**src/rtl/fetch_unit.sv**
```systemverilog
// Instruction fetch stage: owns the PC, fetches over an imem req/ack handshake and
// presents one instruction at a time to decode over a valid/ready handshake.
// Optional feature macro: FETCH_PERF_EN adds perf_stall_cnt (saturating count of
// cycles spent waiting on imem_ack).
module fetch_unit #(
  parameter logic [31:0] RESET_PC = 32'h0000_0000,
  parameter logic [31:0] PC_STEP  = 32'd4
) (
  input  logic        clk,
  input  logic        rst,
  output logic        imem_req,
  output logic [31:0] imem_addr,
  input  logic        imem_ack,
  input  logic [31:0] imem_rdata,
  output logic        insn_valid,
  output logic [31:0] insn,
  output logic [31:0] insn_pc,
  input  logic        insn_ready,
  input  logic        redirect,
  input  logic [31:0] redirect_pc,
`ifdef FETCH_PERF_EN
  output logic [31:0] perf_stall_cnt,
`endif
  output logic [31:0] nonbranch_pc
);

  typedef enum logic {FETCH, HOLD} state_t;

  state_t      state, state_next;
  logic [31:0] pc, pc_next;
  logic [31:0] insn_next, insn_pc_next;
  logic [31:0] tgt, tgt_next;
  logic        pend, pend_next;

  assign imem_req     = (state == FETCH);
  assign imem_addr    = pc;
  assign insn_valid   = (state == HOLD);
  assign nonbranch_pc = insn_pc + PC_STEP;

  // State register: reset overrides everything, including a same-cycle ack.
  always_ff @(posedge clk) begin
    if (rst) begin
      state   <= FETCH;
      pc      <= RESET_PC;
      insn    <= '0;
      insn_pc <= '0;
      pend    <= 1'b0;
      tgt     <= '0;
    end else begin
      state   <= state_next;
      pc      <= pc_next;
      insn    <= insn_next;
      insn_pc <= insn_pc_next;
      pend    <= pend_next;
      tgt     <= tgt_next;
    end
  end

  // Next-state logic. A redirect that arrives while a request is outstanding is
  // parked in tgt so imem_addr stays stable; the in-flight response is then dropped.
  always_comb begin
    state_next   = state;
    pc_next      = pc;
    insn_next    = insn;
    insn_pc_next = insn_pc;
    pend_next    = pend;
    tgt_next     = tgt;
    case (state)
      FETCH: begin
        if (imem_ack) begin
          if (redirect) begin
            pc_next   = redirect_pc;
            pend_next = 1'b0;
          end else if (pend) begin
            pc_next   = tgt;
            pend_next = 1'b0;
          end else begin
            insn_next    = imem_rdata;
            insn_pc_next = pc;
            pc_next      = pc + PC_STEP;
            state_next   = HOLD;
          end
        end else if (redirect) begin
          pend_next = 1'b1;
          tgt_next  = redirect_pc;
        end
      end
      HOLD: begin
        if (redirect) begin
          pc_next    = redirect_pc;
          state_next = FETCH;
        end else if (insn_ready) begin
          state_next = FETCH;
        end
      end
      default: state_next = FETCH;
    endcase
  end

`ifdef FETCH_PERF_EN
  // Saturating count of cycles with a request outstanding and no ack.
  always_ff @(posedge clk) begin
    if (rst) begin
      perf_stall_cnt <= '0;
    end else if (imem_req && !imem_ack && (perf_stall_cnt != '1)) begin
      perf_stall_cnt <= perf_stall_cnt + 32'd1;
    end
  end
`endif

endmodule

```
**config.mk**
```make
export PLATFORM = sky130hd
export DESIGN_NAME = fetch_unit
export DESIGN_NICKNAME = d
export VERILOG_FILES = /design/src/rtl/fetch_unit.sv
export SDC_FILE = /design/constraint.sdc
export NUM_CORES = 1
export LEC_CHECK = 0
export BUFFER_PORTS_ARGS = -buffer_cell sky130_fd_sc_hd__buf_2
export CAP_MARGIN = 20
export CORE_MARGIN = 10
export CORE_UTILIZATION = 45
export DETAILED_ROUTE_END_ITERATION = 8
export PLACE_DENSITY = 0.73
export SYNTH_ARGS = -nofsm -noshare
export SYNTH_HDL_FRONTEND = slang
export SYNTH_SLANG_ARGS = --single-unit
```
**constraint.sdc**
```tcl
create_clock -name clk -period 2.7 [get_ports clk]
set_input_delay 0.135 -clock clk [delete_from_list [all_inputs] [get_ports clk]]
set_output_delay 0.135 -clock clk [all_outputs]
set_load 0.02 [all_outputs]
```
=== After elaboration in Yosys (flattened, before gate mapping) ===
Cells that the tools add are included.

* Bits in registers: 130
* Bits of input ports: 69
* Output and inout bits: 130

* Add/sub/neg operators: 2
* Equal/unequal tests: 2
* Muxes and demuxes: 13
* Bitwise logic cells: 4
* Reductions and logical operators: 5

{| class="wikitable"
|+ Operator list
! cell !! count
|-
| 32-bit two-way mux || 4
|-
| 32-bit by 3-bit adder with 32-bit output, second input constant || 2
|-
| 32-bit case mux with 2 select lines || 1
|-
| 1-bit two-way mux || 7
|-
| 1-bit NOT || 4
|-
| 2-bit AND reduction || 2
|-
| 4-bit AND reduction || 1
|-
| 3-bit AND reduction || 1
|-
| 2-bit by 1-bit inequality test with 1-bit output, second input constant || 1
|-
| 2-bit inequality test, second input constant || 1
|-
| 1-bit case mux with 2 select lines || 1
|-
| 2-bit nonzero test || 1
|}

=== Longest topological paths before layout ===
Gate-level depths: netlist of run 1.

* Depth after elaboration: 5
* Mapped depth: 7
* Depth with buffers taken out: 6

=== Worst setup path after synthesis of run 1 ===
Ideal clock, no wire load.

* Kind: register to output
* From: register insn_pc[2]
* To: output port nonbranch_pc[24]
* Arrival: 2.038 ns
* Slack: 0.527 ns
* Stages on the path, launching flop included: 7
* Buffers on the path: 0
* Cells stage by stage: dfxtp_1 ha_1 inv_1 nor4_1 and2b_1 and4_1 xor2_1

* Longest elaborated chain between the ends: 1

{| class="wikitable"
|+ Ends and longest elaborated chain
! element !! line !! source
|-
| start, declared || 17 || <nowiki>output logic [31:0] insn_pc,</nowiki>
|-
| start signal, assigned || 53 || <nowiki>insn_pc <= insn_pc_next;</nowiki>
|-
| 32-bit by 3-bit adder with 32-bit output || 38 || <nowiki>assign nonbranch_pc = insn_pc + PC_STEP;</nowiki>
|-
| end, declared || 24 || <nowiki>output logic [31:0] nonbranch_pc</nowiki>
|}

No other way between the ends.

=== Worst setup path after layout of run 1 ===
Ends and elaborated chain as after synthesis.

==> results of run 1 <==
## worst min path at each step
stage               endpoint  slack, ns  cells after the start
2_1_floorplan        tgt[10]       0.27                      2
3_3_place_gp        insn[27]       0.38                      3
3_5_place_dp        insn[20]       0.38                      3
4_1_cts        imem_addr[17]       0.14                      2
5_1_grt        imem_addr[17]       0.20                      2
6_report       imem_addr[17]       0.18                      2
## cells by family after synthesis
logic type	Yosys count	share of synthesized area, %
xor+xnor	33	4.55
simple gates	401	28.3
flops	130	41.0
buf+inv	75	4.75
fa+ha+maj	2	0.394
compound gates	220	20.4
mux	4	0.650
## cell usage in the layout, fill, tap and decap left out, drive strengths merged, types with 18 or more instances in the layout
cell,instances
nor3,27
dfxtp,130
xnor2,23
o21ai,25
buf,218
nand2,231
dlygate4sd3,65
clkbuf,18
a21oi,132
nand3,29
nor2,53
## area by class of cell
cell class | instances | area (um2) | area share (%)
timing repair buffer | 283 | 1790 | 20.4
multi-input combinational | 660 | 3480 | 39.6
antenna | 2 | 5.00 | 0.0570
inverter | 12 | 45.0 | 0.513
sequential | 130 | 2600 | 29.6
clock buffer | 18 | 439 | 5.00
tap | 180 | 225 | 2.57
clock inverter | 14 | 188 | 2.14
## metal layers
metal / vias to the layer above / track usage (%) / wire (um)
met5: - / 0 / 0
met4: 0 / 6.81 / 312
met3: 25 / 5.17 / 1570
met2: 295 / 33.2 / 9950
met1: 3129 / 27.5 / 9240
li1: 3485 / - / -
## sequential cells by signal, indices dropped and copies added, names as in the netlist
| name | flops |
|---|---|
| imem_addr | 32 |
| insn | 32 |
| insn_pc | 32 |
| tgt | 32 |
| insn_valid | 1 |
| pend | 1 |
## power groups by stage
stage,Clock (mW),Combinational (mW),Sequential [mW]
floorplan,0,0.385,2.23
global placement,0,0.714,2.18
detailed placement,0,0.720,2.18
CTS,2.45,0.797,2.14
global route,2.53,0.878,2.16
finish,2.41,0.802,2.15
## metrics by stage
step,hold slack (ns),worst slack (ns)
after floorplan,0.271,0.527
after CTS,0.140,0.124
after global placement,0.375,0.468
final,0.175,0.237
after global routing,0.198,-0.0147
after detailed placement,0.382,0.434
## repair_timing
item                                    CTS  global route
endpoints found under the setup margin    1             4
gates resized for setup                   1             3
pin swaps                                 0             0
hold buffers                             65             0
endpoints found under the hold margin    67             0
==> impl_results.md, run 1 <==
* DRC viols at 0
* Nature of the critical path endpoint: output pin
* Mapped Nets at 936
* Sw Pwr at 1.46 mW
* Synth area leader: dfxtp_1
* Synthesized flop and latch total at 130
* Longest Clk Path Bufs at 2
* Slowest cell on crit path: dfxtp_1
* Num CTS Buffers at 17
* Fillers at 1240
* Die width at 139 um
* Flop2flop setup slack at 0.43 ns
* Row cnt at 43
* Final min period at 2.46 ns
* Clock network fraction of design power at 45.0%
* Source of the critical timing path: insn_pc[2]
* First-pass GRT wire length at 34200 um
* Ys async rst share at 0%
* Hpwl dp at 14800 um
* Mapped Area at 6350 um2
* Design Power at 5.36 mW
* Post-DP Area at 7470 um2
* Wirelength per Cell at 16.2 um
* Routed WL at 21100 um
* Yosys warns at 0
* Number of distinct library cells after synthesis at 58
* Pwr dens at 610 nW/um2
* Lkg Pwr at 3.76 nW
* Critical Path RT at 2.57 ns
* Status: finished, final reports clean
* Initial core utilization at 45.9%
* All-layer global routing usage at 21.0%
* Mapped Cells at 865
* Sequential share of the synthesized area at 41.0%
* Final hold violations at 0
* Worst R2R End: imem_addr[20]
* Crit-path max cell delay at 0.40 ns
* Cell Int Power at 3.90 mW
* Worst Tran Pin Value at 0.740 ns
* Final GP Congestion at 0.857
* Worst r2r path cells at 6
* IO Port Bufs at 198
* Synth top area cells: dfxtp_1 (41%), nand2_1 (14%), a21oi_1 (10%), xnor2_1 (3.2%), nor2_1 (3.1%)
* Rel. slew slack at 50.7%
* Switch share at 27.2%
* Final setup fails at 0
* DRT iter0 DRCs at 719
* Initial antenna violation count at 2
* Post-synth EDFFs at 0
* CP Max Fanout at 6
* Setup TNS at 0 ns
* Die Ht at 139 um
* Root Driver: clkbuf_16
* Largest net degree at the start of global routing at 70
* Design area at 8780 um2
* Synth top cells by count: nand2_1 (231), a21oi_1 (132), dfxtp_1 (130)
* Vias in the first global route at 6494
* Critical path depth at 7
* Num Clock Sinks at 130
* Logic pwr share at 15.0%
* Critical Path Start Type: register
* Worst IR Drop VDD at 0.389 mV
* Layout area overhead at 38.3%
* IO Pins at 199
* Fmax at 0.406 GHz
* Post-route ant nets at 0
* Post-synth top area share at 41.0%
* Die area at 19300 um2
* Origin of the critical flop-to-flop path: imem_addr[2]
* CTS tree: built
* Main flop type after synthesis: dfxtp_1
* CP Cell Sequence: ha_2, inv_1, nor4_4, and2b_1, and4_1, xor2_1, buf_2
* Setup Fix Bufs, Post-CTS at 0
* Pre-Repair DR Iteration Count at 5
* Most frequent cell after synthesis: nand2_1
* Worst-Skew Late Latency at 0.41 ns
* CP endpoint: nonbranch_pc[24]
* Syn Area/Cell at 7.34 um2
* Worst hold path class: primary input to register
* Share of layout cells above drive strength 1 at 23.7%
* H-tree depth at 4
* Worst hold start: imem_ack
* Fin util at 63.5%
* Placed Cells at 1200
* Non-Filler Instances at 1299
* Via-to-Cell Ratio at 5.34
* Clk_skew at 0.00622 ns
* Core Area at 13800 um2
* Buf/Inv on CP at 2
* Clock slew at reported path FFs at 0.06 ns
* Crit path max-delay family: simple AND/OR/NAND/NOR gates
* Max Transition Viols Final at 0
* Total grt overflow at 0
* Part of the power in registers at 40.0%
* Vias at 6934
* Crit Path Class: register to output pin
* Final worst-path cycle share at 91.2%
* Nets@finish at 1175
* CP Data Arrival Time at 2.33 ns
* Max Cap Violations at 0
Note: power is estimated with default switching activity, not from simulation.
==> inputs of run 2 (changes only) <==
Settings changed: PLACE_DENSITY 0.73 to 0.76.
==> impl_results.md, run 2 (synthesis results as in run 1) <==
* CTS tree: built
* Die area at 19300 um2
* Max Transition Viols Final at 0
* Share of layout cells above drive strength 1 at 23.4%
* All-layer global routing usage at 21.2%
* CP Data Arrival Time at 2.37 ns
* Num CTS Buffers at 17
* Pre-Repair DR Iteration Count at 7
* Met2 Track Usage GR at 34.1%
* First-pass GRT wire length at 34400 um
* Nets@finish at 1171
* IO Port Bufs at 198
* Clk_skew at 0.00631 ns
* Commonest non-fill, non-tap cell in the layout: nand2_1
* Worst IR Drop VDD at 0.349 mV
* Slowest cell on crit path: dfxtp_1
* Final setup fails at 0
* Crit Path Class: register to output pin
* Via-to-Cell Ratio at 5.35
* Rel. slew slack at 45.9%
* Global-route met3 utilization at 5.62%
* Layout area overhead at 39.4%
* Final hold violations at 0
* Initial core utilization at 45.9%
* Row cnt at 43
* H-tree depth at 4
* Worst hold path class: primary input to register
* Pwr dens at 641 nW/um2
* Routed WL at 21200 um
* Worst Tran Pin Value at 0.812 ns
* Worst-Skew Late Latency at 0.42 ns
* Total grt overflow at 0
* Nature of the critical path endpoint: output pin
* Hpwl dp at 14500 um
* Core Area at 13800 um2
* Max Cap Violations at 0
* Final GP Congestion at 0.870
* Die width at 139 um
* Gr busiest metal: met2
* Wirelength per Cell at 16.4 um
* Vias at 6924
* Critical Path RT at 2.57 ns
* Area of the multi-input gates at 3480 um2
* Root Driver: clkbuf_16
* Fillers at 1197
* Placed Cells at 1196
* Num Clock Sinks at 130
* Post-route ant nets at 0
* Crit path max-delay family: simple AND/OR/NAND/NOR gates
* Longest Clk Path Bufs at 2
* Buf/Inv on CP at 2
* IO Pins at 199
* Final min period at 2.50 ns
* Status: finished, final reports clean
* DRC viols at 0
* Largest net degree at the start of global routing at 78
* Commonest non-fill, non-tap cells in the layout: nand2_1 (230), buf_2 (197), a21oi_1 (132), dfxtp_1 (130), dlygate4sd3_1 (65)
* Clock slew at reported path FFs at 0.06 ns
* Die Ht at 139 um
* Fmax at 0.400 GHz
* Vias in the first global route at 6573
* Hold_ws at 0.161 ns
* Critical Path Start Type: register
* M1 GR Usage at 26.1%
* CP Cell Sequence: ha_1, inv_1, nor4_4, and2b_1, and4_1, xor2_1, buf_2
* Crit-path max cell delay at 0.40 ns
* Final worst-path cycle share at 92.6%
* Non-Filler Instances at 1295
* Lkg Pwr at 3.80 nW
* CP Max Fanout at 6
* DRT iter0 DRCs at 635
* Register area at 2600 um2
* Initial antenna violation count at 2
-- run 2: cell types whose count changed in the layout (fill, tap and decap cells not counted), moves of 2 or more --
| cell | before | now |
|---|---|---|
| buf_4 | 21 | 16 |
| clkinvlp_4 | 4 | 1 |
| clkinv_2 | 4 | 1 |
| clkinv_4 | 2 | 0 |
| clkbuf_8 | 1 | 7 |
| bufinv_16 | 4 | 6 |
-- run 2: path summary, 6_finish.rpt --
check	start	end	slack, ns	depth (start not counted)
worst max-delay path	insn_pc[2]	nonbranch_pc[24]	0.20	7
worst min-delay path	imem_ack	imem_addr[17]	0.16	2
worst max register to register	imem_addr[2]	imem_addr[20]	0.47	6
worst min register to register	tgt[7]	tgt[7]	0.45	2
-- run 2: final cells by class --
cell class,instances,area share (%)
Antenna cell,2,0.0566
Multi-Input combinational cell,660,39.3
Timing Repair Buffer,279,20.1
Tap cell,180,2.55
Clock inverter,8,2.18
Clock buffer,24,5.90
Inverter,12,0.509
Sequential cell,130,29.4
-- run 2: metal layers --
metal  share of wire (%)  routed length (um)
met4                 2.4                 503
met1                  43                9190
met2                  47                9990
met5                   0                   0
met3                 7.2                1530
-- run 2: repair_timing --
action | CTS | global route
resized for setup | 1 | 2
gates cloned | 0 | 0
endpoints found under the setup margin | 1 | 6
setup buffers | 0 | 0
hold buffers | 65 | 0
hold endpoints to repair | 67 | 0
-- run 2: metrics by stage --
step                      utilization (%)  power, mW  TNS (ns)  cell area, um2  setup WS [ns]
final                                64.0       5.67         0            8850          0.199
after CTS                            63.8       5.70         0            8830          0.132
after global routing                 64.0       5.89   -0.0358            8850        -0.0312
after global placement               53.9       2.89         0            7460          0.473
after floorplan                         -       2.62         0            6350          0.527
after detailed placement             53.9       2.90         0            7460          0.434
-- run 2: where the power goes --
part,leakage [nW],switching (mW),internal [mW]
sequential,1.06,0.124,2.02
clock,0.349,0.824,1.90
combinational,2.39,0.487,0.315
total,3.80,1.43,4.24
==> inputs of run 3 (changes only) <==
Clock period 2.7 ns to 2.53 ns, I/O delays scaled along.
==> impl_results.md, run 3 (synthesis results as in run 1) <==
* Final GP Congestion at 0.850
* Worst r2r path cells at 5
* Final worst-path cycle share at 92.4%
* Initial antenna violation count at 0
* Placed Cells at 1203
* DRT iter0 DRCs at 629
* Nature of the critical path endpoint: output pin
* Final hold violations at 0
* H-tree depth at 4
* Hold_ws at 0.0134 ns
* Pre-Repair DR Iteration Count at 6
* Worst IR Drop VDD at 0.300 mV
* Initial core utilization at 45.9%
* Design area at 8730 um2
* First-pass GRT wire length at 33800 um
* Worst-Skew Late Latency at 0.42 ns
* Vias at 6941
* Commonest non-fill, non-tap cell in the layout: nand2_1
* Post-DP Area at 7510 um2
* CTS tree: built
* Hold Path Cell Cnt at 3
* Antenna diodes at 0
* Share of layout cells above drive strength 1 at 24.2%
* Longest Clk Path Bufs at 2
* Place WS at 0.378 ns
* Vias in the first global route at 6474
* Die width at 139 um
* Via-to-Cell Ratio at 5.34
* Layout area overhead at 37.5%
* Lkg Pwr at 3.74 nW
* Max Cap Violations at 0
* Final WS setup at 0.192 ns
* Max Transition Viols Final at 0
* Setup TNS at 0 ns
* Routed WL at 21200 um
* Crit-path max cell delay at 0.40 ns
* All-layer global routing usage at 20.8%
* CP Max Fanout at 7
* CP Data Arrival Time at 2.21 ns
* Worst hold path class: primary input to register
* Worst Tran Pin Value at 0.639 ns
* Row cnt at 43
* Status: finished, final reports clean
* Num CTS Buffers at 17
* Design Power at 5.42 mW
* Final min period at 2.34 ns
* Root Driver: clkbuf_16
* Final setup fails at 0
* Largest net degree at the start of global routing at 55
* IO Port Bufs at 198
* Rel. slew slack at 57.1%
* Pwr dens at 621 nW/um2
* Commonest non-fill, non-tap cells in the layout: nand2_1 (230), buf_2 (197), a21oi_1 (132), dfxtp_1 (123), dlygate4sd3_1 (64)
* DRC viols at 0
* Hpwl dp at 14900 um
* Die Ht at 139 um
* Nets@finish at 1178
* Slowest cell on crit path: nor4_2
* Total grt overflow at 0
* CP Cell Sequence: nand4_1, nor4_2, and3_1, and4_1, xor2_1, buf_2
* Post-route ant nets at 0
* Critical Path RT at 2.40 ns
* Die area at 19300 um2
* Core Area at 13800 um2
* Crit Path Class: register to output pin
* IO Pins at 199
* Clk_skew at 0.00775 ns
* Critical Path Start Type: register
* Clock slew at reported path FFs at 0.05 ns
* Fmax at 0.428 GHz
* Non-Filler Instances at 1299
* Num Clock Sinks at 130
* Wirelength per Cell at 16.3 um
* Fin util at 63.2%
-- run 3: worst paths after layout --
check	from	slack, ns	to
hold / removal	redirect_pc[12]	0.01	tgt[12]
setup / recovery	insn_pc[4]	0.19	nonbranch_pc[19]
setup reg to reg	imem_addr[4]	0.30	imem_addr[27]
hold reg to reg	insn[27]	0.45	insn[27]
-- run 3: final cells by class --
type	instances	area, um2
Fill cell	1209	5090
Timing Repair Buffer	286	1830
Multi-Input combinational cell	660	3480
Tap cell	180	225
Inverter	12	45.0
Sequential cell	130	2610
Clock buffer	25	485
Clock inverter	6	55.1
-- run 3: report_power, final --
group          switching (mW)  internal (mW)  total [mW]
Clock                   0.853           1.41        2.27
Combinational           0.523          0.341       0.864
Sequential              0.130           2.16        2.29
-- run 3: worst max-delay path: cells and delay by family, from the launching register on --
| family | cells | cell delay [ns] |
|---|---|---|
| DFF | 1 | 0.38 |
| xor gates and xnor gates | 1 | 0.14 |
| buffers and inverters | 1 | 0.18 |
| and+or+nand+nor | 4 | 1.09 |
-- run 3: layer usage --
| layer | vias up | track usage (%) | routed length (um) |
|---|---|---|---|
| met3 | 32 | 4.93 | 1520 |
| met2 | 278 | 33.6 | 10200 |
| met1 | 3156 | 26.4 | 9070 |
| li1 | 3475 | - | - |
| met5 | - | 0 | 0 |
| met4 | 0 | 7.63 | 456 |
-- run 3: repair_timing --
| action | 4_1_cts | 5_1_grt |
|---|---|---|
| endpoints found under the hold margin | 66 | 0 |
| buffers inserted | 0 | 1 |
| hold buffers | 64 | 0 |
| gates resized for setup | 0 | 12 |
| endpoints found under the setup margin | 0 | 13 |
